**config.mk**
```make
export PLATFORM = sky130hd
export DESIGN_NAME = eco32f_mem_flat
export DESIGN_NICKNAME = d
export VERILOG_FILES = /design/src/rtl/eco32f_mem_pkg.sv /design/src/rtl/eco32f_mem_if.sv /design/src/rtl/eco32f_mem_lsu_align.sv /design/src/rtl/eco32f_mem.sv /design/src/flat_wrapper.sv
export SDC_FILE = /design/constraint.sdc
export NUM_CORES = 1
export LEC_CHECK = 0
export ABC_AREA = 1
export CAP_MARGIN = 20
export CELL_PAD_IN_SITES_DETAIL_PLACEMENT = 1
export CELL_PAD_IN_SITES_GLOBAL_PLACEMENT = 2
export CORE_MARGIN = 8
export CORE_UTILIZATION = 25
export CTS_BUF_LIST = sky130_fd_sc_hd__clkbuf_16
export DETAILED_ROUTE_END_ITERATION = 12
export PLACE_DENSITY = 0.87
export SLEW_MARGIN = 20
export SYNTH_ARGS = -nofsm -noshare
export SYNTH_HDL_FRONTEND = slang
export SYNTH_SLANG_ARGS = --single-unit
```
**constraint.sdc**
```tcl
create_clock -name clk -period 2.9 [get_ports clk]
set_input_delay 0.58 -clock clk [delete_from_list [all_inputs] [get_ports clk]]
set_output_delay 0.58 -clock clk [all_outputs]
set_load 0.1 [all_outputs]
```
**src/rtl/eco32f_mem_pkg.sv**
```systemverilog
// eco32f memory stage: shared types.
// LSU length codes, stage FSM states and the pipe register bundle.
package eco32f_mem_pkg;

  typedef enum logic [1:0] {
    LEN_BYTE = 2'b00,
    LEN_HALF = 2'b01,
    LEN_WORD = 2'b10,
    LEN_RSVD = 2'b11
  } lsu_len_e;

  typedef enum logic [1:0] {
    ST_IDLE = 2'b00,
    ST_WAIT = 2'b01,
    ST_DONE = 2'b10
  } mem_st_e;

  typedef struct packed {
    logic        valid;
    logic [31:0] alu;
    logic        load;
    logic [1:0]  len;
    logic        sext;
    logic        rf_we;
    logic [4:0]  rf_addr;
    logic        align;
  } mem_pipe_t;

  // reserved length behaves as word
  function automatic logic misaligned(
    input logic [1:0] len,
    input logic [1:0] off
  );
    logic m;
    m = 1'b0;
    unique case (1'b1)
      len == LEN_BYTE: m = 1'b0;
      len == LEN_HALF: m = off[0];
      default:         m = |off;
    endcase
    return m;
  endfunction

endpackage

```
**src/rtl/eco32f_mem_if.sv**
```systemverilog
// eco32f data bus: one request held until ack or err.
// Master is the memory stage, slave is the memory/bridge.
interface eco32f_mem_if;
  logic        req;
  logic        we;
  logic [31:0] adr;
  logic [3:0]  bsel;
  logic [31:0] dat_o;
  logic [31:0] dat_i;
  logic        ack;
  logic        err;

  modport master (
    output req, we, adr, bsel, dat_o,
    input  dat_i, ack, err
  );

  modport slave (
    input  req, we, adr, bsel, dat_o,
    output dat_i, ack, err
  );
endinterface

```
**src/rtl/eco32f_mem_lsu_align.sv**
```systemverilog
// eco32f LSU lane logic: big-endian byte enables,
// store replication and load align/extend.
module eco32f_mem_lsu_align
  import eco32f_mem_pkg::*;
(
  input  logic [1:0]  st_len,
  input  logic [1:0]  st_off,
  input  logic [31:0] st_data,
  output logic [3:0]  st_bsel,
  output logic [31:0] st_rep,
  input  logic [1:0]  ld_len,
  input  logic [1:0]  ld_off,
  input  logic        ld_sext,
  input  logic [31:0] ld_raw,
  output logic [31:0] ld_data
);
  logic [7:0]  b;
  logic [15:0] h;

  always_comb begin
    st_bsel = 4'b1111;
    st_rep  = st_data;
    unique case (1'b1)
      st_len == LEN_BYTE: begin
        st_bsel = 4'b1000 >> st_off;
        st_rep  = {4{st_data[7:0]}};
      end
      st_len == LEN_HALF: begin
        st_bsel = st_off[1] ? 4'b0011 : 4'b1100;
        st_rep  = {2{st_data[15:0]}};
      end
      default: ;
    endcase
  end

  // offset 0 lives in the top byte lane
  always_comb begin
    b = ld_raw[31:24];
    unique case (ld_off)
      2'd0: b = ld_raw[31:24];
      2'd1: b = ld_raw[23:16];
      2'd2: b = ld_raw[15:8];
      2'd3: b = ld_raw[7:0];
    endcase
    h = ld_off[1] ? ld_raw[15:0] : ld_raw[31:16];
    ld_data = ld_raw;
    unique case (1'b1)
      ld_len == LEN_BYTE:
        ld_data = {{24{ld_sext & b[7]}}, b};
      ld_len == LEN_HALF:
        ld_data = {{16{ld_sext & h[15]}}, h};
      default: ;
    endcase
  end
endmodule

```
**src/rtl/eco32f_mem.sv**
```systemverilog
// eco32f memory stage: pipe register, one bus access per
// load/store, load alignment and stall until the bus completes.
module eco32f_mem
  import eco32f_mem_pkg::*;
#(
  parameter bit ALIGN_CHECK = 1'b1
) (
  input  logic        clk,
  input  logic        rst,
  input  logic        exe_valid,
  input  logic [31:0] exe_alu_result,
  input  logic        exe_op_load,
  input  logic        exe_op_store,
  input  logic [1:0]  exe_lsu_len,
  input  logic        exe_lsu_sext,
  input  logic [31:0] exe_store_data,
  input  logic        exe_rf_r_we,
  input  logic [4:0]  exe_rf_r_addr,
  input  logic        pipe_flush,
  eco32f_mem_if.master dbus,
  output logic        mem_stall,
  output logic [31:0] mem_alu_result,
  output logic [31:0] mem_lsu_result,
  output logic        mem_op_load,
  output logic        mem_rf_r_we,
  output logic [4:0]  mem_rf_r_addr,
  output logic        mem_except_align,
  output logic        mem_except_bus
);
  mem_st_e     state_q, state_d;
  mem_pipe_t   pipe_q, pipe_d;
  logic        flushed_q;
  logic        bus_err_q;
  logic [31:0] lsu_q;
  logic        exe_ls, exe_mis;
  logic        launch, done;
  logic [3:0]  st_bsel;
  logic [31:0] st_rep, ld_data;

  assign mem_stall = (state_q == ST_WAIT);
  assign exe_ls = exe_valid & ~pipe_flush
                & (exe_op_load | exe_op_store);
  assign exe_mis = ALIGN_CHECK
                 & misaligned(exe_lsu_len,
                              exe_alu_result[1:0]);
  assign launch = ~mem_stall & exe_ls & ~exe_mis;
  assign done = mem_stall & (dbus.ack | dbus.err);

  eco32f_mem_lsu_align u_align (
    .st_len  (exe_lsu_len),
    .st_off  (exe_alu_result[1:0]),
    .st_data (exe_store_data),
    .st_bsel (st_bsel),
    .st_rep  (st_rep),
    .ld_len  (pipe_q.len),
    .ld_off  (pipe_q.alu[1:0]),
    .ld_sext (pipe_q.sext),
    .ld_raw  (dbus.dat_i),
    .ld_data (ld_data)
  );

  always_ff @(posedge clk) begin
    if (rst) state_q <= ST_IDLE;
    else     state_q <= state_d;
  end

  always_comb begin
    state_d = state_q;
    unique case (state_q)
      ST_WAIT: if (done) state_d = ST_DONE;
      default: state_d = launch ? ST_WAIT : ST_IDLE;
    endcase
  end

  always_comb begin
    pipe_d = pipe_q;
    if (!mem_stall) begin
      pipe_d = '0;
      if (exe_valid && !pipe_flush) begin
        pipe_d.valid   = 1'b1;
        pipe_d.alu     = exe_alu_result;
        pipe_d.load    = exe_op_load;
        pipe_d.len     = exe_lsu_len;
        pipe_d.sext    = exe_lsu_sext;
        pipe_d.rf_we   = exe_rf_r_we;
        pipe_d.rf_addr = exe_rf_r_addr;
        pipe_d.align   = exe_mis
                       & (exe_op_load | exe_op_store);
      end
    end
  end

  always_ff @(posedge clk) begin
    if (rst) begin
      pipe_q     <= '0;
      flushed_q  <= 1'b0;
      bus_err_q  <= 1'b0;
      lsu_q      <= '0;
      dbus.req   <= 1'b0;
      dbus.we    <= 1'b0;
      dbus.adr   <= '0;
      dbus.bsel  <= '0;
      dbus.dat_o <= '0;
    end else begin
      pipe_q <= pipe_d;
      // a flush while waiting only marks the access dead
      flushed_q <= mem_stall & (flushed_q | pipe_flush);
      if (!mem_stall) bus_err_q <= 1'b0;
      else if (done)  bus_err_q <= dbus.err;
      if (launch) begin
        dbus.req   <= 1'b1;
        dbus.we    <= exe_op_store;
        dbus.adr   <= {exe_alu_result[31:2], 2'b00};
        dbus.bsel  <= st_bsel;
        dbus.dat_o <= st_rep;
      end else if (done) begin
        dbus.req <= 1'b0;
        lsu_q    <= ld_data;
      end
    end
  end

  assign mem_alu_result = pipe_q.alu;
  assign mem_lsu_result = lsu_q;
  assign mem_rf_r_addr  = pipe_q.rf_addr;
  assign mem_op_load = pipe_q.valid & pipe_q.load
                     & ~pipe_q.align & ~mem_stall
                     & ~flushed_q;
  assign mem_rf_r_we = pipe_q.valid & pipe_q.rf_we
                     & ~pipe_q.align & ~bus_err_q
                     & ~flushed_q;
  assign mem_except_align = pipe_q.valid & pipe_q.align
                          & ~flushed_q;
  assign mem_except_bus = pipe_q.valid & bus_err_q
                        & ~flushed_q;
endmodule
```
**src/flat_wrapper.sv**
```systemverilog
// flat-port wrapper written by rule: the top's interface ports become plain ports
module eco32f_mem_flat import eco32f_mem_pkg::*;
#(
  parameter bit ALIGN_CHECK = 1'b1
)
  (clk, rst, exe_valid, exe_alu_result, exe_op_load, exe_op_store, exe_lsu_len, exe_lsu_sext, exe_store_data, exe_rf_r_we, exe_rf_r_addr, pipe_flush, mem_stall, mem_alu_result, mem_lsu_result, mem_op_load, mem_rf_r_we, mem_rf_r_addr, mem_except_align, mem_except_bus, dbus_req, dbus_we, dbus_adr, dbus_bsel, dbus_dat_o, dbus_dat_i, dbus_ack, dbus_err);
  eco32f_mem_if dbus_i ();
  input  logic clk;
  input  logic rst;
  input  logic exe_valid;
  input  logic [31:0] exe_alu_result;
  input  logic exe_op_load;
  input  logic exe_op_store;
  input  logic [1:0] exe_lsu_len;
  input  logic exe_lsu_sext;
  input  logic [31:0] exe_store_data;
  input  logic exe_rf_r_we;
  input  logic [4:0] exe_rf_r_addr;
  input  logic pipe_flush;
  output logic mem_stall;
  output logic [31:0] mem_alu_result;
  output logic [31:0] mem_lsu_result;
  output logic mem_op_load;
  output logic mem_rf_r_we;
  output logic [4:0] mem_rf_r_addr;
  output logic mem_except_align;
  output logic mem_except_bus;
  output wire logic [$bits(dbus_i.req)-1:0] dbus_req;
  output wire logic [$bits(dbus_i.we)-1:0] dbus_we;
  output wire logic [$bits(dbus_i.adr)-1:0] dbus_adr;
  output wire logic [$bits(dbus_i.bsel)-1:0] dbus_bsel;
  output wire logic [$bits(dbus_i.dat_o)-1:0] dbus_dat_o;
  input wire logic [$bits(dbus_i.dat_i)-1:0] dbus_dat_i;
  input wire logic [$bits(dbus_i.ack)-1:0] dbus_ack;
  input wire logic [$bits(dbus_i.err)-1:0] dbus_err;
  assign dbus_req = dbus_i.req;
  assign dbus_we = dbus_i.we;
  assign dbus_adr = dbus_i.adr;
  assign dbus_bsel = dbus_i.bsel;
  assign dbus_dat_o = dbus_i.dat_o;
  assign dbus_i.dat_i = dbus_dat_i;
  assign dbus_i.ack = dbus_ack;
  assign dbus_i.err = dbus_err;
  eco32f_mem #(.ALIGN_CHECK(ALIGN_CHECK)) u_core (.clk(clk), .rst(rst), .exe_valid(exe_valid), .exe_alu_result(exe_alu_result), .exe_op_load(exe_op_load), .exe_op_store(exe_op_store), .exe_lsu_len(exe_lsu_len), .exe_lsu_sext(exe_lsu_sext), .exe_store_data(exe_store_data), .exe_rf_r_we(exe_rf_r_we), .exe_rf_r_addr(exe_rf_r_addr), .pipe_flush(pipe_flush), .dbus(dbus_i), .mem_stall(mem_stall), .mem_alu_result(mem_alu_result), .mem_lsu_result(mem_lsu_result), .mem_op_load(mem_op_load), .mem_rf_r_we(mem_rf_r_we), .mem_rf_r_addr(mem_rf_r_addr), .mem_except_align(mem_except_align), .mem_except_bus(mem_except_bus));
endmodule
```
; Yosys cells after proc, flatten, opt, wreduce, memory -nomap -nowiden
; Index checks and enable logic that the tools add are counted.
; W data, S select, Z words.
[word_totals]
ram_bits = 0
elab_cells = 78
latchBits = 0
mem_bits_ro = 0
reg_bits = 148
n_memories = 0
out_inout_bits = 144
in_bits = 113
[classes]
add_sub_neg = 0
multipliers = 0
order_cmp = 0
bitwise_logic = 31
div_mod_pow = 0
n_eq_ne = 7
n_reduce_logical = 9
n_mux = 13
n_shift = 1
[ops]
columns = operator, count
row1 = $pmux W32 S2, 2
row2 = $mux W44, 1
row3 = $pmux W8 S4, 1
row4 = $and A1 B1 Y1, 21
row5 = $mux W16, 1
row6 = $eq A2 B1 Y1 const B, 4
row7 = $pmux W4 S2, 1
row8 = $not A1 Y1, 7
row9 = $logic_not A2 Y1, 3
row10 = $eq A2 B2 Y1 const B, 2
row11 = $mux W2, 2
row12 = $mux W4, 1
row13 = $reduce_or A2 Y1, 2
row14 = $shr A4 B2 Y4 const A, 1
row15 = $mux W1, 3
row16 = $or A1 B1 Y1, 3
row17 = $ne A2 B2 Y1 const B, 1
row18 = $pmux W1 S2, 1
row19 = $reduce_and A2 Y1, 1
row20 = $reduce_bool A2 Y1, 1
row21 = $logic_and A1 B1 Y1, 1
row22 = $logic_not A1 Y1, 1

; Depth between registers and ports, before layout
; Gate-level depths: netlist of the first run.
[logic_depth]
depth_word = 7
ltp_mapped = 11
depth_no_buf = 9

; Cells and area by module
; From an unflattened synthesis of the first run, not the netlist that was laid out.
[unflattened]
cells_unflattened = 1044
hier_area_um2 = 7170.6
[by_module_without_submodules]
columns = module, area_per_inst_um2, cells_each, instances, seq_area_each_um2
row1 = eco32f_mem, 5938.2, 808, 1, 2962.8
row2 = eco32f_mem_lsu_align, 1232.4, 236, 1, 0.0

; Worst setup path before layout of the first run
; No wires, ideal clock.
[synth_timing]
path_type = reg2out
start = register u_core.state_q[0]
end = output port mem_op_load
path_buffers = 2
arrival_ns = 3.019
path_slack_ns = -0.699
stages_incl_launch_ff = 6
required_ns = 2.320
cell_sequence = dfxtp_1 -> inv_1 -> nor2_2 -> buf_2 -> buf_2 -> nor3_1
[synth_between]
elab_chain_len = 4
[synth_rtl]
columns = item, line
row1 = "start, declared", eco32f_mem.sv:30  ; mem_st_e state_q, state_d;
row2 = "start signal, assigned", eco32f_mem.sv:64  ; else state_q <= state_d;
row3 = $eq A2 B1 Y1, eco32f_mem.sv:40  ; assign mem_stall = (state_q == ST_WAIT);
row4 = via mem_stall, flat_wrapper.sv:20  ; output logic mem_stall;
row5 = $not A1 Y1 (no line), --
row6 = $and A1 B1 Y1, eco32f_mem.sv:127  ; & ~pipe_q.align & ~mem_stall
row7 = $and A1 B1 Y1, eco32f_mem.sv:128  ; & ~flushed_q;
row8 = "end, declared", flat_wrapper.sv:23  ; output logic mem_op_load;
; The timed path passes the listed nets, and every way through them passes these cells.

; Worst setup path in the final report of the first run
[layout_timing]
start = register u_core.state_q[0]
end = output port mem_stall
[layout_between]
elab_chain_len = 1
[layout_rtl]
columns = item, line
row1 = $eq A2 B1 Y1, eco32f_mem.sv:40
row2 = "end, declared", flat_wrapper.sv:20
; Every way passes these cells.

==> results of run 1 <==
power breakdown:
part / internal, mW / total, mW / switching (mW)
Clock: 1.22 / 2.25 / 1.02
Combinational: 0.345 / 1.27 / 0.927
Sequential: 2.12 / 2.16 / 0.0459
layer usage:
metal	vias up	track usage [%]	share of wire, %
met4	0	3.768	1.1
met5	-	0	0
met1	3157	18.42	44
met2	186	25.29	45
li1	3377	-	-
met3	13	7.117	9.1
layout make-up:
class                      instances  area, µm²  share of cell area, %
multi-input combinational        610       2736                  28.95
clock inverter                    15      157.7                  1.668
tap                              341      426.7                  4.514
timing repair buffer             269       2320                  24.54
sequential                       148       2963                  31.34
clock buffer                      17      425.4                  4.500
inverter                         113      424.2                  4.487
registers in the layout, summed over array words and instances (netlist names):
| name | cells |
|---|---|
| u_core.dbus.adr | 30 |
| u_core.mem_lsu_result | 32 |
| u_core.state_q | 2 |
| u_core.bus_err_q | 1 |
| u_core.pipe_q | 7 |
| u_core.mem_rf_r_addr | 5 |
| u_core.dbus.dat_o | 32 |
| u_core.mem_alu_result | 32 |
| u_core.dbus.bsel | 4 |
| u_core.flushed_q | 1 |
| u_core.dbus.req | 1 |
| u_core.dbus.we | 1 |
cell families (layout without fill, tap and decap cells):
family | Yosys count | after routing | share of synthesized area, %
buffers and inverters | 210 | 414 | 15.43
DFF | 148 | 148 | 44.17
other | 1 | 2 | 0.05591
and+or+nand+nor | 431 | 431 | 25.63
AOI/OAI and AO/OA | 177 | 177 | 14.72
metrics by stage:
step           hold slack (ns)  std cells
6_report                0.4652       1513
4_1_cts                 0.4694       1513
3_3_place_gp            0.4579       1481
5_1_grt                 0.5083       1513
3_5_place_dp            0.4574       1481
2_1_floorplan           0.4543        968
synthesized netlist by cell type:
cell type	n
a21oi_1	12
a21oi_2	1
a22oi_1	28
buf_2	23
buf_4	40
buf_6	9
clkbuf_1	25
clkinv_1	2
conb_1	1
dfxtp_1	148
inv_1	108
inv_2	3
nand2_1	139
nand2_4	1
nand3_1	54
nand3_2	1
nor2_1	230
nor2_2	1
nor2_4	1
nor3_1	3
nor3_2	1
o211ai_1	8
o21ai_0	118
o21ai_1	5
o21bai_1	1
o22ai_1	4
how the worst min path moves through the flow:
stage	start	cells past startpoint	end	slack (ns)
3_5_place_dp	u_core.dbus.we	2	u_core.dbus.we	0.46
6_report	u_core.dbus.we	2	u_core.dbus.we	0.47
2_1_floorplan	u_core.mem_alu_result[10]	2	u_core.mem_alu_result[10]	0.45
4_1_cts	u_core.dbus.we	2	u_core.dbus.we	0.47
3_3_place_gp	u_core.dbus.req	2	u_core.dbus.req	0.46
5_1_grt	u_core.dbus.we	2	u_core.dbus.we	0.51
worst max-delay path, cell delays in order (launching register included):
cell,delay [ns]
dfxtp_1,0.31
inv_1,0.06
nor2_4,0.41
buf_4,0.39
==> metrics.md, run 1 <==
| Metric | Value |
|---|---|
| Commonest non-fill, non-tap cell in the layout | `nor2_1` |
| Reg2reg start | `u_core.state_q[0]` |
| WL/cell | `16.94 µm` |
| Pwr per Cell Area | `600.8 nW/µm²` |
| CTS Root Cell | `clkbuf_16` |
| Synth unique cells | `26` |
| Fillers | `3282` |
| Actual slew at the worst max-slew pin | `0.6411 ns` |
| Worst r2r path cells | `8` |
| Reg clk slew, reported paths | `0.07 ns` |
| Tmin final | `2.169 ns` |
| Post-route DRC | `0` |
| CP endpoint kind | `output pin` |
| Post-CTS setup buffer count | `0` |
| Dpl hpwl | `19010 µm` |
| Worst Path Arrival | `1.59 ns` |
| Diodes inserted | `0` |
| Drt total wl | `25630 µm` |
| Nets | `1272` |
| I/O Pins | `257` |
| Final worst slack | `0.7312 ns` |
| CP Class | `reg -> out` |
| Number of global-route vias before repair | `7020` |
| Tcrit/Tclk final | `74.79%` |
| Maximum buffer depth of the clock tree | `2` |
| Post-route cell area | `9453 µm²` |
| Util after Layout | `35.47%` |
| Initial cell density of the core | `25.17%` |
| Synth Register Bits | `148` |
| Core area | `26650 µm²` |
| Synthesized area | `6708 µm²` |
| Layout cells sized above 1 | `17.41%` |
| Gr ovfl total | `0` |
| Final setup vio count | `0` |
| TritonCTS clock tree | `done` |
| CTS Buf Count | `17` |
| Hold Vio Cnt, Final | `0` |
| Via count | `6733` |
| Max frequency | `461.1 MHz` |
| ANT nets after route | `0` |
| Peak supply drop | `267.3 µV` |
| Setup TNS | `0 ns` |
| First-pass GRT wire length | `40210 µm` |
| Pre-CTS WS | `0.5688 ns` |
| Cell count after synthesis | `967` |
| Initial antenna violation count | `0` |
| Synth top area cells | `dfxtp_1 (44%), nor2_1 (13%), o21ai_0 (8.8%)` |
| Crit-path max FO | `19` |
| Worst Setup EP | `mem_stall` |
| Count of port buffers added during placement | `254` |
| Gpl congestion | `0.7490` |
| Clock Latency Late Sink | `0.42 ns` |
| Die span in x | `179.8 µm` |
| DRT iter0 DRCs | `302` |
| DIE AREA | `32330 µm²` |
| # rows | `60` |
| Post-synthesis sequential area ratio | `44.17%` |
| Crit Reg-Reg Endpoint | `u_core.mem_lsu_result[29]` |
| Setup Skew | `0.01108 ns` |
| Die height | `179.8 µm` |
| Post-synth top area cell | `dfxtp_1` |
| Post_cts resized | `0` |
| Area share of the largest cell type after synthesis | `44.17%` |
| Leakage power | `4.327 nW` |
| TritonCTS Sinks | `148` |
| Area grow syn2layout | `40.93%` |
| Reg2reg setup slack | `1.12 ns` |
| CP startpoint kind | `flop` |
| Vias/cell | `4.450` |
| Final slew viol count | `0` |
| RSZ-0062 raised after global routing | `no` |
| Largest net degree at the start of global routing | `70` |
| Pre-Repair DR Iteration Count | `4` |
| Worst Hold Class | `reg -> reg` |
| Worst Path Required | `2.32 ns` |
| Final Power | `5.680 mW` |
| Syn avg cell area | `6.937 µm²` |
| H-tree depth | `4` |
| Max-Cap Viols | `0` |
| CP startpoint | `u_core.state_q[0]` |
| Status | `completed` |
| Rel. slew slack | `57.26%` |
| Hold_buf cts | `0` |
| Most frequent cells in the layout | `nor2_1 (229), buf_4 (155), dfxtp_1 (148)` |
| GRT Overall Usage | `15.56%` |
| Ys Warns | `0` |
| Placed inst area | `8870 µm²` |
No activity file was read; power rests on OpenSTA's default activity.
==> inputs of run 2 (changes only) <==
- CORE_UTILIZATION: 25 -> 21
- PLACE_DENSITY: 0.87 -> 0.78
- clock period: 2.9 -> 1.9 ns (I/O delays scaled with it)
==> metrics.md, run 2 (same netlist as run 1, synthesis figures left out) <==
| Metric | Value |
|---|---|
| Status | `completed` |
| Leakage power | `4.602 nW (+6.4%)` |
| Sequential power share | `37.0% (-1.1 points)` |
| Buf/Inv on CP | `2 (unchanged)` |
| Net Sw Power | `2.926 mW (+47%)` |
| Die height | `194.7 µm (+8.3%)` |
| Via count | `6829 (+1.4%)` |
| Top Layer Used | `met4` |
| CP Class | `reg -> out` |
| Layout cells sized above 1 | `19.43% (+2.0 points)` |
| Number of global-route vias before repair | `7224 (+2.9%)` |
| Maximum buffer depth of the clock tree | `2 (unchanged)` |
| Peak supply drop | `589.4 µV (+120%)` |
| Final setup vio count | `0 (unchanged)` |
| Area grow syn2layout | `53.11%` |
| Commonest non-fill, non-tap cell in the layout | `nor2_1` |
| Dpl hpwl | `20920 µm (+10%)` |
| Drt total wl | `27040 µm (+5.5%)` |
| Met3 Wirelength | `1812 µm (-22%)` |
| TritonCTS clock tree | `done` |
| Final slew viol count | `0 (unchanged)` |
| Hold_ws | `0.4190 ns (-0.04628 ns)` |
| Crit-path max cell delay | `0.36 ns (-0.05 ns)` |
| H-tree depth | `4 (unchanged)` |
| Hold Vio Cnt, Final | `0 (unchanged)` |
| Nets | `1301 (+2.3%)` |
| Comb power frac | `23.0% (+0.6 points)` |
| Max frequency | `552.4 MHz` |
| Count of port buffers added during placement | `254 (unchanged)` |
| Post-route cell area | `10270 µm² (+8.6%)` |
| Pre-CTS WS | `-0.1494 ns (-0.7181 ns)` |
| Gpl congestion | `0.8091 (+8.0%)` |
| CP endpoint kind | `output pin` |
| Crit-path cells | `inv_2 -> nand3_4 -> nor3_4 -> buf_12` |
| M1 WL | `12320 µm (+8.2%)` |
| # rows | `65 (+8.3%)` |
| Clock share of power | `40.1% (+0.5 points)` |
| Actual slew at the worst max-slew pin | `0.6732 ns (+0.03205 ns)` |
| Clock Latency Late Sink | `0.43 ns (about the same)` |
| Die span in x | `194.7 µm (+8.3%)` |
| ANT nets after route | `0 (unchanged)` |
| CTS Root Cell | `clkbuf_16` |
| Power Internal | `6.050 mW (+64%)` |
| Met2 WL | `12440 µm (+7.0%)` |
| Initial cell density of the core | `21.31% (-3.9 points)` |
| CTS Buf Count | `17 (unchanged)` |
| RSZ-0062 raised after global routing | `no` |
| Pre-Repair DR Iteration Count | `4 (unchanged)` |
| Worst Hold Class | `in -> reg` |
| Worst Path Required | `1.52 ns (-0.80 ns)` |
| Setup Skew | `0.01211 ns (+0.001032 ns)` |
| Tmin final | `1.810 ns` |
| Core area | `31470 µm² (+18%)` |
| TritonCTS Sinks | `148 (unchanged)` |
| Initial antenna violation count | `2 (+2)` |
| CP max stage cell | `dfxtp_1` |
| Switching Share | `32.60% (-2.5 points)` |
| Tcrit/Tclk final | `95.28%` |
| Worst Path Arrival | `1.43 ns (-0.16 ns)` |
| Final worst slack | `0.08962 ns (-0.6416 ns)` |
| DIE AREA | `37920 µm² (+17%)` |
| Util after Layout | `32.63% (-2.8 points)` |
| Crit-path max FO | `3 (-16)` |
| Setup TNS | `0 ns (unchanged)` |
| CP delay by family, top | `flip-flops` |
| Gr ovfl total | `0 (unchanged)` |
| Most frequent cells in the layout | `nor2_1 (228), dfxtp_1 (148), buf_4 (147)` |
| Placed inst area | `9635 µm² (+8.6%)` |
| DRT iter0 DRCs | `269 (-11%)` |
| I/O Pins | `257 (unchanged)` |
| First-pass GRT wire length | `41860 µm (+4.1%)` |
| Rel. slew slack | `55.12% (-2.1 points)` |
| Post-route DRC | `0 (unchanged)` |
| CP startpoint kind | `flop` |
| WL/cell | `16.85 µm (-0.53%)` |
| Reg2reg setup slack | `0.37 ns (-0.75 ns)` |
| Max-Cap Viols | `0 (unchanged)` |
| GRT Overall Usage | `14.07% (-1.5 points)` |
| Vias/cell | `4.255 (-4.4%)` |
| Reg clk slew, reported paths | `0.06 ns (about the same)` |
| Largest net degree at the start of global routing | `54 (-23%)` |
| Pwr per Cell Area | `874.0 nW/µm² (+45%)` |
## run 2: cell count changes in the layout (fill, tap and decap cells not counted), moves of 2 or more
| cell | change |
|---|---|
| buf_12 | +36 |
| buf_4 | -8 |
| bufinv_16 | +3 |
| diode_2 | +4 |
| inv_2 | +2 |
| inv_6 | -4 |
| inv_8 | -4 |
| nor3_2 | -3 |
| nor3_4 | +3 |
## run 2: path summary, 6_finish.rpt
check	cells after the start	endpoint	start
setup / recovery	4	mem_op_load	u_core.flushed_q
setup reg to reg	8	u_core.mem_lsu_result[3]	u_core.mem_alu_result[1]
hold / removal	4	u_core.dbus.adr[3]	rst
hold reg to reg	2	u_core.dbus.adr[8]	u_core.dbus.adr[8]
## run 2: cell type report
| class | instances | area (µm²) |
|---|---|---|
| Fill cell | 3792 | 21200 |
| Timing Repair Buffer | 298 | 2992 |
| Sequential cell | 148 | 2963 |
| Multi-Input combinational cell | 610 | 2770 |
| Tap cell | 402 | 503.0 |
| Clock buffer | 17 | 425.4 |
| Inverter | 113 | 424.2 |
| Clock inverter | 13 | 182.7 |
| Antenna cell | 4 | 10.01 |
## run 2: per-layer routing
metal	up-vias	GRT usage, %
met5	-	0
met4	0	4.356
met3	21	5.079
met2	172	23.17
met1	3191	16.90
li1	3445	-
## run 2: power groups by stage
stage / Clock (mW) / Combinational [mW] / Sequential, mW
after floorplan: 0 / 0.669 / 4.06
after global placement: 0 / 2.07 / 3.39
after detailed placement: 0 / 2.08 / 3.39
after CTS: 3.74 / 2.09 / 3.32
after global routing: 3.83 / 2.18 / 3.34
final: 3.60 / 2.06 / 3.32
## run 2: timing repair
action | 4_1_cts | 5_1_grt
pin swaps | 1 | 0
hold buffers | 0 | 0
hold endpoints to repair | 0 | 0
setup endpoints to repair | 2 | 1
gates cloned | 0 | 0
buffers inserted | 0 | 0
gates resized for setup | 4 | 1
## run 2: through the flow
stage	cells	power, mW
after floorplan	968	4.730
after global placement	1571	5.456
after detailed placement	1571	5.470
after CTS	1601	9.148
after global routing	1603	9.352
final	1605	8.976
## run 2: worst min-delay path: cells and delay by family
| family | cells | cell delay (ns) |
|---|---|---|
| AND/OR/NAND/NOR | 1 | 0.05 |
| buffers and inverters | 2 | 0.25 |
| AO/OA/AOI/OAI | 1 | 0.12 |
==> inputs of run 3 (changes only) <==
- CORE_UTILIZATION: 21 -> 30
- DONT_BUFFER_PORTS: unset -> 1
- PLACE_DENSITY: 0.78 -> 0.77
==> metrics.md, run 3 (same netlist as run 1, synthesis figures left out) <==
| Metric | Value |
|---|---|
| Status | `completed` |
| Final worst slack | `0.07222 ns (-0.01740 ns)` |
| Util after Layout | `39.11% (+6.5 points)` |
| Crit-path max cell delay | `0.31 ns (-0.05 ns)` |
| Die span in x | `165.5 µm (-15%)` |
| Placed cell count | `1310 (-17%)` |
| Gr ovfl total | `0 (unchanged)` |
| First-pass GRT wire length | `36610 µm (-13%)` |
| Largest net degree at the start of global routing | `56 (+3.7%)` |
| Tcrit/Tclk final | `96.20% (+0.92 points)` |
| CTS Root Cell | `clkbuf_16` |
| Worst Path Arrival | `1.45 ns (+0.02 ns)` |
| CP Class | `reg -> out` |
| Register area | `2965 µm² (about the same)` |
| Post-route DRC | `0 (unchanged)` |
| CTS Buf Count | `17 (unchanged)` |
| Initial antenna violation count | `0 (-2)` |
| Layout cells sized above 1 | `20.15% (+0.72 points)` |
| ANT nets after route | `0 (unchanged)` |
| Max-Cap Viols | `0 (unchanged)` |
| Leakage power | `4.004 nW (-13%)` |
| Crit-path max FO | `5 (+2)` |
| Dpl hpwl | `17340 µm (-17%)` |
| Pre-Repair DR Iteration Count | `4 (unchanged)` |
| Actual slew at the worst max-slew pin | `0.5603 ns (-0.1129 ns)` |
| Net Sw Power | `2.904 mW (-0.76%)` |
| Reg clk slew, reported paths | `0.07 ns (about the same)` |
| Tmin final | `1.828 ns (+0.01740 ns)` |
| Multi-input gate area | `2763 µm² (-0.27%)` |
| I/O Pins | `257 (unchanged)` |
| Clock share of power | `43.3% (+3.2 points)` |
| Pre-CTS WS | `0.2502 ns (+0.3996 ns)` |
| Nets | `1167 (-10%)` |
| Count of port buffers added during placement | `0 (-100%)` |
| TritonCTS Sinks | `148 (unchanged)` |
| Final slew viol count | `0 (unchanged)` |
| Core area | `21890 µm² (-30%)` |
| Via count | `6361 (-6.9%)` |
| CP startpoint kind | `flop` |
| Die height | `165.5 µm (-15%)` |
| Final Power | `8.759 mW (-2.4%)` |
| CP endpoint kind | `output pin` |
| Drt total wl | `23970 µm (-11%)` |
| TritonCTS clock tree | `done` |
| Most frequent cells in the layout | `nor2_1 (228), buf_4 (152), dfxtp_1 (146)` |
| Rel. slew slack | `62.51% (+7.4 points)` |
| Power Internal | `5.855 mW (-3.2%)` |
| Commonest non-fill, non-tap cell in the layout | `nor2_1` |
| Crit-path cells | `inv_2 -> nor2_4 -> buf_12 -> nor3_4 -> buf_12` |
| # rows | `54 (-17%)` |
| Setup TNS | `0 ns (unchanged)` |
| Sequential power share | `37.3% (+0.3 points)` |
| RSZ-0062 raised after global routing | `no` |
| GRT Overall Usage | `17.15% (+3.1 points)` |
| Vias/cell | `4.722 (+11%)` |
| CP dominant cell by count | `buf_12` |
| Switching Share | `33.15% (+0.55 points)` |
| Maximum buffer depth of the clock tree | `2 (unchanged)` |
| Final setup vio count | `0 (unchanged)` |
| Hold Vio Cnt, Final | `0 (unchanged)` |
| Diodes inserted | `0 (-4)` |
| Worst Path Required | `1.52 ns (about the same)` |
| Area grow syn2layout | `27.64%` |
| Hold_buf cts | `0 (unchanged)` |
| Clock Latency Late Sink | `0.41 ns (-0.02 ns)` |
| Peak supply drop | `608.8 µV (+3.3%)` |
| H-tree depth | `4 (unchanged)` |
| DIE AREA | `27400 µm² (-28%)` |
| Setup Skew | `0.008055 ns (-0.004059 ns)` |
| CP max stage cell | `dfxtp_1` |
| Gpl congestion | `0.7750 (-4.2%)` |
| Worst Hold Class | `in -> reg` |
| Number of global-route vias before repair | `6435 (-11%)` |
| Initial cell density of the core | `30.64% (+9.3 points)` |
| Fillers | `2781 (-27%)` |
| Finished Layout Cells | `1347 (-16%)` |
| Pwr per Cell Area | `1023 nW/µm² (+17%)` |
| Comb power frac | `19.3% (-3.7 points)` |
| WL/cell | `17.80 µm (+5.6%)` |
| DRT iter0 DRCs | `307 (+14%)` |
| Max frequency | `547.1 MHz (-0.95%)` |
==> run 3: cell count changes in the layout (fill, tap and decap cells not counted), sizes merged <==
cell,previous run,this run
inv,115,118
clkinv,5,6
clkbuf,17,19
diode,4,0
bufbuf,0,1
clkinvlp,2,0
clkdlybuf4s50,111,0
buf,187,161
==> run 3: layer usage <==
| layer | vias up | track usage [%] | share of wire (%) |
|---|---|---|---|
| met4 | 0 | 3.531 | 0.55 |
| met5 | - | 0 | 0 |
| met3 | 7 | 7.040 | 9.7 |
| li1 | 3175 | - | - |
| met2 | 156 | 29.66 | 49 |
| met1 | 3023 | 19.49 | 41 |
==> run 3: final cells by class <==
type                            count  area share, %
Inverter                          113          4.954
Timing Repair Buffer              164          16.29
Clock buffer                       17          4.969
Multi-Input combinational cell    610          32.27
Clock inverter                     15          2.791
Sequential cell                   148          34.63
Tap cell                          280          4.092
==> run 3: what timing repair did <==
action,in CTS,in global routing
buffers inserted,0,2
setup endpoints to repair,2,2
gates cloned,1,2
pin swaps,1,1
resized for setup,3,1
==> run 3: power groups by stage <==
stage	registers, mW	logic [mW]	clock network [mW]
floorplan	4.06	0.669	0
global placement	3.34	1.68	0
detailed placement	3.34	1.69	0
CTS	3.27	1.70	3.92
global route	3.28	1.80	4.05
finish	3.27	1.69	3.79
==> run 3: worst paths after layout <==
kind | from | to | slack [ns] | cells after the start
min | dbus_err | u_core.bus_err_q | 0.10 | 2
max | u_core.state_q[0] | mem_op_load | 0.07 | 5
min reg2reg | u_core.dbus.adr[6] | u_core.dbus.adr[6] | 0.49 | 2
max reg2reg | u_core.state_q[0] | u_core.dbus.dat_o[29] | 0.19 | 9
==> run 3: stage by stage <==
step	instance area, µm²	hold WS (ns)
after floorplan	6750	0.4543
after global placement	7790	0.4672
after detailed placement	7790	0.4761
after CTS	8492	0.03581
after global routing	8562	0.05037
final	8562	0.1025
==> run 3: critical path, delay by kind of cell (launching register included) <==
family | cells | cell delay [ns]
AND/OR/NAND/NOR | 2 | 0.29
buffers and inverters | 3 | 0.43
flip-flops | 1 | 0.31
